===== src/rtl/alu_wide_sequencer.sv =====
// alu_wide_sequencer: drives the shared 8-bit ALU one byte per cycle, LSB first,
// to build NBYTES-wide ADD/AND/OR/NOT results for the execute stage.

package alu_wide_pkg;
  localparam logic [3:0] kAdd  = 4'd0;
  localparam logic [3:0] kAddC = 4'd1;
  localparam logic [3:0] kAnd  = 4'd2;
  localparam logic [3:0] kOr   = 4'd3;
  localparam logic [3:0] kNeg  = 4'd4;
endpackage

module alu_wide_sequencer
  import alu_wide_pkg::*;
#(
  parameter int NBYTES = 4
) (
  input  logic                  clk,
  input  logic                  rst_n,
  input  logic                  req_valid,
  output logic                  req_ready,
  input  logic [1:0]            req_op,
  input  logic [8*NBYTES-1:0]   req_a,
  input  logic [8*NBYTES-1:0]   req_b,
  output logic                  rsp_valid,
  input  logic                  rsp_ready,
  output logic [8*NBYTES-1:0]   rsp_data,
  output logic                  rsp_carry,
  output logic                  rsp_zero,
  output logic [3:0]            alu_ctrl,
  output logic [7:0]            alu_a,
  output logic [7:0]            alu_b,
  output logic                  alu_cin,
  input  logic [7:0]            alu_out,
  input  logic                  alu_cout,
  input  logic                  alu_zero
);

  localparam int IW = $clog2(NBYTES);
  localparam logic [IW-1:0] LAST = IW'(NBYTES - 1);

  localparam logic [1:0] OP_ADD = 2'd0;
  localparam logic [1:0] OP_AND = 2'd1;
  localparam logic [1:0] OP_OR  = 2'd2;

  typedef enum logic [1:0] {S_IDLE, S_RUN, S_DONE} state_t;

  state_t                    state_q, state_d;
  logic [NBYTES-1:0][7:0]    a_q, a_d;
  logic [NBYTES-1:0][7:0]    b_q, b_d;
  logic [NBYTES-1:0][7:0]    res_q, res_d;
  logic [1:0]                op_q, op_d;
  logic [IW-1:0]             idx_q, idx_d;
  logic                      carry_q, carry_d;
  logic                      zacc_q, zacc_d;

  // Handshake and response views come straight from the state and result registers.
  assign req_ready = (state_q == S_IDLE);
  assign rsp_valid = (state_q == S_DONE);
  assign rsp_data  = res_q;
  assign rsp_carry = carry_q;
  assign rsp_zero  = zacc_q;

  // Next-state, per-byte capture and ALU drive; the ALU idles at kAdd 0+0 outside RUN.
  always_comb begin
    state_d  = state_q;
    a_d      = a_q;
    b_d      = b_q;
    res_d    = res_q;
    op_d     = op_q;
    idx_d    = idx_q;
    carry_d  = carry_q;
    zacc_d   = zacc_q;
    alu_ctrl = kAdd;
    alu_a    = 8'h00;
    alu_b    = 8'h00;
    alu_cin  = 1'b0;
    case (state_q)
      S_IDLE: begin
        if (req_valid) begin
          a_d     = req_a;
          b_d     = req_b;
          op_d    = req_op;
          idx_d   = '0;
          carry_d = 1'b0;
          zacc_d  = 1'b1;
          state_d = S_RUN;
        end
      end
      S_RUN: begin
        alu_a   = a_q[idx_q];
        alu_cin = carry_q;
        case (op_q)
          OP_ADD:  begin alu_ctrl = (idx_q == '0) ? kAdd : kAddC; alu_b = b_q[idx_q]; end
          OP_AND:  begin alu_ctrl = kAnd; alu_b = b_q[idx_q]; end
          OP_OR:   begin alu_ctrl = kOr;  alu_b = b_q[idx_q]; end
          default: begin alu_ctrl = kNeg; alu_b = 8'h00; end
        endcase
        res_d[idx_q] = alu_out;
        carry_d      = (op_q == OP_ADD) ? alu_cout : 1'b0;
        zacc_d       = zacc_q & alu_zero;
        // Index wraps to 0 on the last byte so it never exceeds NBYTES-1.
        if (idx_q == LAST) begin
          idx_d   = '0;
          state_d = S_DONE;
        end else begin
          idx_d   = idx_q + IW'(1);
        end
      end
      S_DONE: begin
        if (rsp_ready) state_d = S_IDLE;
      end
      default: state_d = S_IDLE;
    endcase
  end

  // State and datapath registers, all cleared by the asynchronous reset.
  always_ff @(posedge clk or negedge rst_n) begin
    if (!rst_n) begin
      state_q <= S_IDLE;
      a_q     <= '0;
      b_q     <= '0;
      res_q   <= '0;
      op_q    <= '0;
      idx_q   <= '0;
      carry_q <= 1'b0;
      zacc_q  <= 1'b0;
    end else begin
      state_q <= state_d;
      a_q     <= a_d;
      b_q     <= b_d;
      res_q   <= res_d;
      op_q    <= op_d;
      idx_q   <= idx_d;
      carry_q <= carry_d;
      zacc_q  <= zacc_d;
    end
  end

endmodule

===== config.mk =====
export PLATFORM = sky130hd
export DESIGN_NAME = alu_wide_sequencer
export DESIGN_NICKNAME = d
export VERILOG_FILES = /design/src/rtl/alu_wide_sequencer.sv
export SDC_FILE = /design/constraint.sdc
export NUM_CORES = 1
export LEC_CHECK = 0
export ABC_AREA = 1
export CAP_MARGIN = 10
export CORE_MARGIN = 1
export CORE_UTILIZATION = 40
export CTS_BUF_LIST = sky130_fd_sc_hd__clkbuf_16
export DETAILED_ROUTE_END_ITERATION = 8
export GPL_TIMING_DRIVEN = 0
export PLACE_DENSITY = 0.68
export SETUP_SLACK_MARGIN = 0.3
export SYNTH_ARGS = -nofsm -noshare
export SYNTH_HDL_FRONTEND = slang
export SYNTH_SLANG_ARGS = --single-unit

===== constraint.sdc =====
create_clock -name clk -period 3.9 [get_ports clk]
set_clock_uncertainty 0.1 [all_clocks]
set_input_delay 1.17 -clock clk [delete_from_list [all_inputs] [get_ports clk]]
set_output_delay 1.17 -clock clk [all_outputs]
set_load 0.02 [all_outputs]

==> results of run 1 <==
-- cells by family (layout without fill, tap and decap cells) --
group / Yosys count / count (layout) / synth area share, %
AO/OA/AOI/OAI: 122 / 122 / 13.8
buffers and inverters: 114 / 266 / 10.9
flip-flops: 104 / 104 / 55.1
adder cells (fa/ha/maj): 7 / 7 / 1.85
other: 1 / 1 / 0.0794
AND/OR/NAND/NOR: 213 / 213 / 18.3
-- cell type report --
cell class,instances,area [um2],area share [%]
plain buffers,31,205,3.09
clock buffers,9,225,3.39
clock inverters,7,111,1.67
inverters,83,315,4.74
multi-input cells,343,1610,24.1
flip-flops and latches,104,2600,39.1
well taps,143,179,2.69
repair buffers,136,1410,21.1
-- worst max-delay path by stage --
stage | startpoint | to
finish | idx_q[0]$_DFFE_PN0P_ | alu_a[6]
global route | idx_q[0]$_DFFE_PN0P_ | alu_a[6]
CTS | idx_q[0]$_DFFE_PN0P_ | alu_a[4]
detailed placement | idx_q[1]$_DFFE_PN0P_ | alu_ctrl[0]
global placement | rst_n | rsp_data[13]$_DFFE_PN0P_
floorplan | idx_q[1]$_DFFE_PN0P_ | alu_ctrl[0]
-- power breakdown --
part / switching, mW / total, mW / internal [mW]
combinational: 1.77 / 2.97 / 1.20
clock: 0.391 / 1.01 / 0.623
sequential: 0.206 / 1.80 / 1.59
total: 2.36 / 5.78 / 3.42
-- through the flow --
| stage | util, % | worst slack (ns) | cells | hold WS [ns] | cell area, um2 |
|---|---|---|---|---|---|
| after floorplan | - | 1.14 | 561 | 0.380 | 4720 |
| after global placement | 54.5 | -2.24 | 839 | 0.377 | 6250 |
| after detailed placement | 54.7 | 0.362 | 840 | 0.377 | 6270 |
| after CTS | 57.6 | 0.312 | 856 | 0.394 | 6610 |
| after global routing | 58.0 | 0.248 | 856 | 0.416 | 6650 |
| final | 58.0 | 0.392 | 856 | 0.393 | 6650 |
-- metal layers --
metal / part of all wire, % / vias to the layer above / track usage, %
li1: - / 2036 / -
met1: 44 / 1972 / 29.1
met2: 50 / 98 / 35.7
met3: 4.9 / 8 / 3.72
met4: 1.0 / 0 / 6.40
met5: 0 / - / 0
-- worst reg2reg max path, cell delays in order, from the launching register on --
cell and delay [ns]:
dfrtp_1 0.37, buf_2 0.24, clkinv_2 0.19, buf_4 0.23, ha_1 0.20, nand2_2 0.15
buf_2 0.27, nand2_1 0.07, o21ai_1 0.08
-- cells in the final DEF, fill, tap and decap left out, types with 2 or more instances in the layout --
cell               n
clkinv_2           2
inv_1             82
dfrtp_1          104
clkbuf_1           3
clkbuf_2           2
clkdlybuf4s50_1  118
o21ai_0            5
clkbuf_16          9
nand2_2            6
a21oi_1           73
ha_1               7
o21ai_1           33
nor2_1            71
bufinv_16          3
a21oi_2           10
nand2_1          100
buf_2             15
buf_4              5
buf_6              7
nand3_1           33
dlymetal6s2s_1    15
-- registers in the layout, indices dropped and copies added (netlist names) --
signal     flops
a_q           32
rsp_carry      1
b_q           32
rsp_zero       1
idx_q          2
op_q           2
state_q        2
rsp_data      32
==> flow_summary_export.csv, run 1 <==
group,metric,value,unit
setup_path,cp_cell_sequence,"buf_2 > inv_1 > buf_2 > nand2_1 > nand3_1 > a21oi_1 > clkdlybuf4s50_1",
place,dp_hpwl,9.58,mm
final_layout,antenna_cells,0,
setup_path,crit_type,"reg2out",
yosys,synth_edf_count,0,
final_layout,fillers,1041,
detailed_routing,vias_per_cell,4.81,
detailed_routing,first_pass_iters,4,
timing,finalCritPeriodShare,90.0,%
setup_path,cp-end-kind,"primary output",
clocking,cts_hold_buf,0,
clocking,insertion_delay,0.34,ns
yosys,syn-num-nets,648,
detailed_routing,drc_errors,0,
grt,antenna_found_initial,0,
flow_run,drv_cap,0,
yosys,syn_area_per_cell,8.42,um2
place,port_buffers,135,
timing,rsz0062_at_grt,"true",
setup_path,crit_arrival,2.24,ns
timing,period_minus_slack,3.51,ns
timing,maxSlewHeadroom,47.7,%
setup_path,critical_path.slowest_cell,"clkdlybuf4s50_1",
setup_path,r2r-end,"rsp_data[14]$_DFFE_PN0P_",
die,row_count,39,
clocking,h-tree-depth,3,
die,die_x,111,um
clocking,ctsRootBufferMaster,"clkbuf_16",
pwr,power_density,870,nW/um2
yosys,yosys.area.top_type,"dfrtp_1",
clocking,cts_setup_buffers,0,
hold_path,min_delay_path_depth,2,
clocking,cts_max_path_buffers,2,
setup_path,rrSetupSlack,1.93,ns
timing,fmax,0.285,GHz
grt,grt_max_degree,64,
hold_path,holdPathEnd,"rsp_data[25]$_DFFE_PN0P_",
clocking,post_cts_resized,4,
yosys,syn-cell-area,4720,um2
timing,hold_viol,0,
yosys,ys.flop_type,"dfrtp_1",
yosys,ys_async_sr_fraction,100,%
clocking,path_clk_slew,0.07,ns
setup_path,cp_slowest_stage_delay,0.64,ns
timing,fin_setup_tns,0,ns
die,core-area,11500,um2
yosys,synth-seq-area-share,55.1,%
final_layout,final_layout_size_suffix_gt1_share,8.98,%
detailed_routing,final_antenna_net_count,0,
yosys,synth_seq_cells,104,
die,die-area,12200,um2
hold_path,min_from,"rsp_data[25]$_DFFE_PN0P_",
timing,worstMarginPinSlew,0.784,ns
setup_path,crit_family,"buffers and inverters",
yosys,synth_warnings,0,
setup_path,cp.required,2.63,ns
detailed_routing,num_vias,4114,
grt,grt_pass1_vias,4253,
clocking,clock-sinks,104,
yosys,synthCells,561,
detailed_routing,wl_per_cell,15.0,um
pwr,power.total,5.78,mW
setup_path,crit_top_cell,"buf_2",
timing,finalSetupViolations,0,
status,status,"finished, final reports clean",
clocking,cts_buffers,9,
clocking,cts_tree,"built",
final_layout,syn2layout_area_growth,40.8,%
setup_path,crit_fanout,11,
yosys,yosysTopAreaCellShare,55.1,%
setup_path,cp_num_buf_inv,4,
final_layout,finalNetCount,795,
timing,slew_viol_final,0,
yosys,yosysMostFrequentCell,"dfrtp_1",
yosys,synthTopCellsByCount,"dfrtp_1, nand2_1, inv_1",
pwr,vdd_drop_max,0.372,mV
setup_path,crit_path_start_kind,"register",
hold_path,hp-class,"reg2reg",
grt,grt_overflow,0,
grt,grt_pass1_wl,20.9,mm
die,start_util,41.2,%
place,gp_routability_congestion,0.812,
die,ioPinCount,137,
detailed_routing,totalWireLength,12.8,mm
setup_path,rr_worst_depth,8,
pwr,leakage,3.43,nW
setup_path,cp.depth,7,
setup_path,r2r-start,"idx_q[1]$_DFFE_PN0P_",
yosys,synth_cell_type_count,22,
die,die_h,111,um
detailed_routing,first_iter_violations,251,
yosys,synthTopCellsByArea,"dfrtp_1, nand2_1, a21oi_1",
grt,grt.total_usage,21.6,%
Note: power is estimated with default switching activity, not from simulation.
==> run 2, diff against run 1 <==
GPL_TIMING_DRIVEN = not set   (was 0)
clock period = 3.3 ns   (was 3.9 ns; I/O delays follow)
==> flow_summary_export.csv, run 2 (same netlist as run 1, synthesis figures left out) <==
group,metric,value,unit
timing,finalSetupViolations,0,
die,start_util,41.2,%
detailed_routing,first_pass_iters,5,
place,dp_hpwl,8.54,mm
status,status,"finished, final reports clean",
timing,hold_viol,0,
setup_path,cp_cell_sequence,"inv_1 > nand2_2 > buf_4 > nor2_1 > clkdlybuf4s50_1",
place,gp_routability_congestion,0.827,
pwr,p_seq_share,33.1,%
setup_path,critical_path.slowest_cell,"clkdlybuf4s50_1",
pwr,power.switching,2.71,mW
timing,fin_setup_tns,0,ns
flow_run,drv_cap,0,
final_layout,finalNetCount,774,
die,die-area,12200,um2
timing,fmax,0.342,GHz
clocking,cts_setup_buffers,0,
final_layout,layout_common_cells,"clkdlybuf4s50_1, dfrtp_1, nand2_1, inv_1, a21oi_1",
die,ioPinCount,137,
die,die_h,111,um
final_layout,final_layout_size_suffix_gt1_share,6.66,%
detailed_routing,num_vias,4040,
grt,antenna_found_initial,0,
clocking,h-tree-depth,3,
detailed_routing,top_layer,"met4",
clocking,cts_tree,"built",
detailed_routing,vias_per_cell,4.84,
setup_path,cp.required,2.21,ns
die,row_count,39,
final_layout,antenna_cells,0,
clocking,cts_buffers,9,
timing,fin_hold_ws,0.396,ns
die,die_x,111,um
detailed_routing,first_iter_violations,295,
detailed_routing,wl_met1,5.22,mm
clocking,cts_max_path_buffers,2,
detailed_routing,totalWireLength,11.8,mm
setup_path,crit_type,"reg2out",
die,core-area,11500,um2
setup_path,crit_arrival,1.84,ns
clocking,post_cts_resized,20,
grt,grt_overflow,0,
clocking,cts_hold_buf,0,
detailed_routing,wl_per_cell,14.1,um
pwr,power_density,995,nW/um2
pwr,switching_share,42.3,%
clocking,ctsRootBufferMaster,"clkbuf_16",
detailed_routing,final_antenna_net_count,0,
timing,rsz0062_at_grt,"false",
pwr,pwr-share-clk,15.0,%
pwr,power.internal,3.69,mW
pwr,vdd_drop_max,0.403,mV
final_layout,syn2layout_area_growth,36.2,%
clocking,insertion_delay,0.34,ns
grt,grt_pass1_wl,19.4,mm
clocking,path_clk_slew,0.06,ns
grt,grt.total_usage,20.0,%
pwr,comb_power_share,51.9,%
detailed_routing,drc_errors,0,
timing,finalCritPeriodShare,88.7,%
setup_path,cp-end-kind,"primary output",
detailed_routing,dr_wl_met3,461,um
hold_path,hp-class,"reg2reg",
grt,grt_pass1_vias,4016,
setup_path,crit_path_start_kind,"register",
grt,grt_max_degree,54,
timing,period_minus_slack,2.93,ns
setup_path,crit_fanout,14,
place,port_buffers,135,
setup_path,cp_slowest_stage_delay,0.64,ns
pwr,leakage,3.20,nW
final_layout,final_common_cell,"clkdlybuf4s50_1",
timing,slew_viol_final,0,
detailed_routing,wl_met2,5.81,mm
clocking,clock-sinks,104,
## run 2: cell count changes in the layout (fill, tap and decap cells not counted), sizes merged, moves of 3 or more
cell           previous run  this run
buf                      28        12
bufinv                    3         0
clkbuf                   14         9
clkdlybuf4s50           118       115
clkinvlp                  0         3
dlygate4sd2               1        17
dlymetal6s2s             15         2
## run 2: path summary, 6_finish.rpt
kind / start / end / slack [ns] / depth (start not counted)
worst max-delay path: state_q[1]$_DFFE_PN0P_ / alu_ctrl[2] / 0.37 / 5
worst min-delay path: rsp_data[16]$_DFFE_PN0P_ / rsp_data[16]$_DFFE_PN0P_ / 0.40 / 2
worst max register to register: state_q[0]$_DFFE_PN0P_ / b_q[9]$_DFFE_PN0P_ / 1.59 / 5
worst min register to register: rsp_data[16]$_DFFE_PN0P_ / rsp_data[16]$_DFFE_PN0P_ / 0.40 / 2
max in group asynchronous: rst_n / a_q[3]$_DFFE_PN0P_ / 1.96 / 2
min in group asynchronous: rst_n / b_q[14]$_DFFE_PN0P_ / 0.46 / 1
## run 2: final cells by class
type,count,area [um2]
multi-input combinational,343,1610
tap,143,179
timing repair buffer,146,1460
sequential,104,2600
inverter,83,315
clock inverter,6,38.8
fill,1027,5040
clock buffer,9,225
## run 2: per-stage QoR
stage	instances	util (%)	power (mW)	instance area [um2]	setup slack (ns)
floorplan	561	-	4.22	4720	0.717
global placement	819	53.8	5.50	6170	0.255
global route	834	56.1	6.89	6430	0.306
finish	834	56.1	6.40	6430	0.373
detailed placement	819	53.8	5.59	6170	0.250
CTS	834	56.0	6.46	6420	0.350
## run 2: power groups by stage
stage	clock network (mW)	registers (mW)	logic (mW)
2_1_floorplan	0	2.35	1.87
3_3_place_gp	0	2.12	3.38
3_5_place_dp	0	2.14	3.45
4_1_cts	0.983	2.13	3.35
5_1_grt	1.03	2.19	3.67
6_report	0.960	2.12	3.32
## run 2: critical path, delay by kind of cell (launching register included)
kind	cells	cell delay, ns
buf+inv	3	0.95
simple gates	2	0.16
flops	1	0.38
## run 2: layer usage
| layer | track usage (%) | up-vias |
|---|---|---|
| li1 | - | 1992 |
| met1 | 25.9 | 1916 |
| met5 | 0 | - |
| met3 | 2.73 | 19 |
| met4 | 8.53 | 0 |
| met2 | 33.5 | 113 |
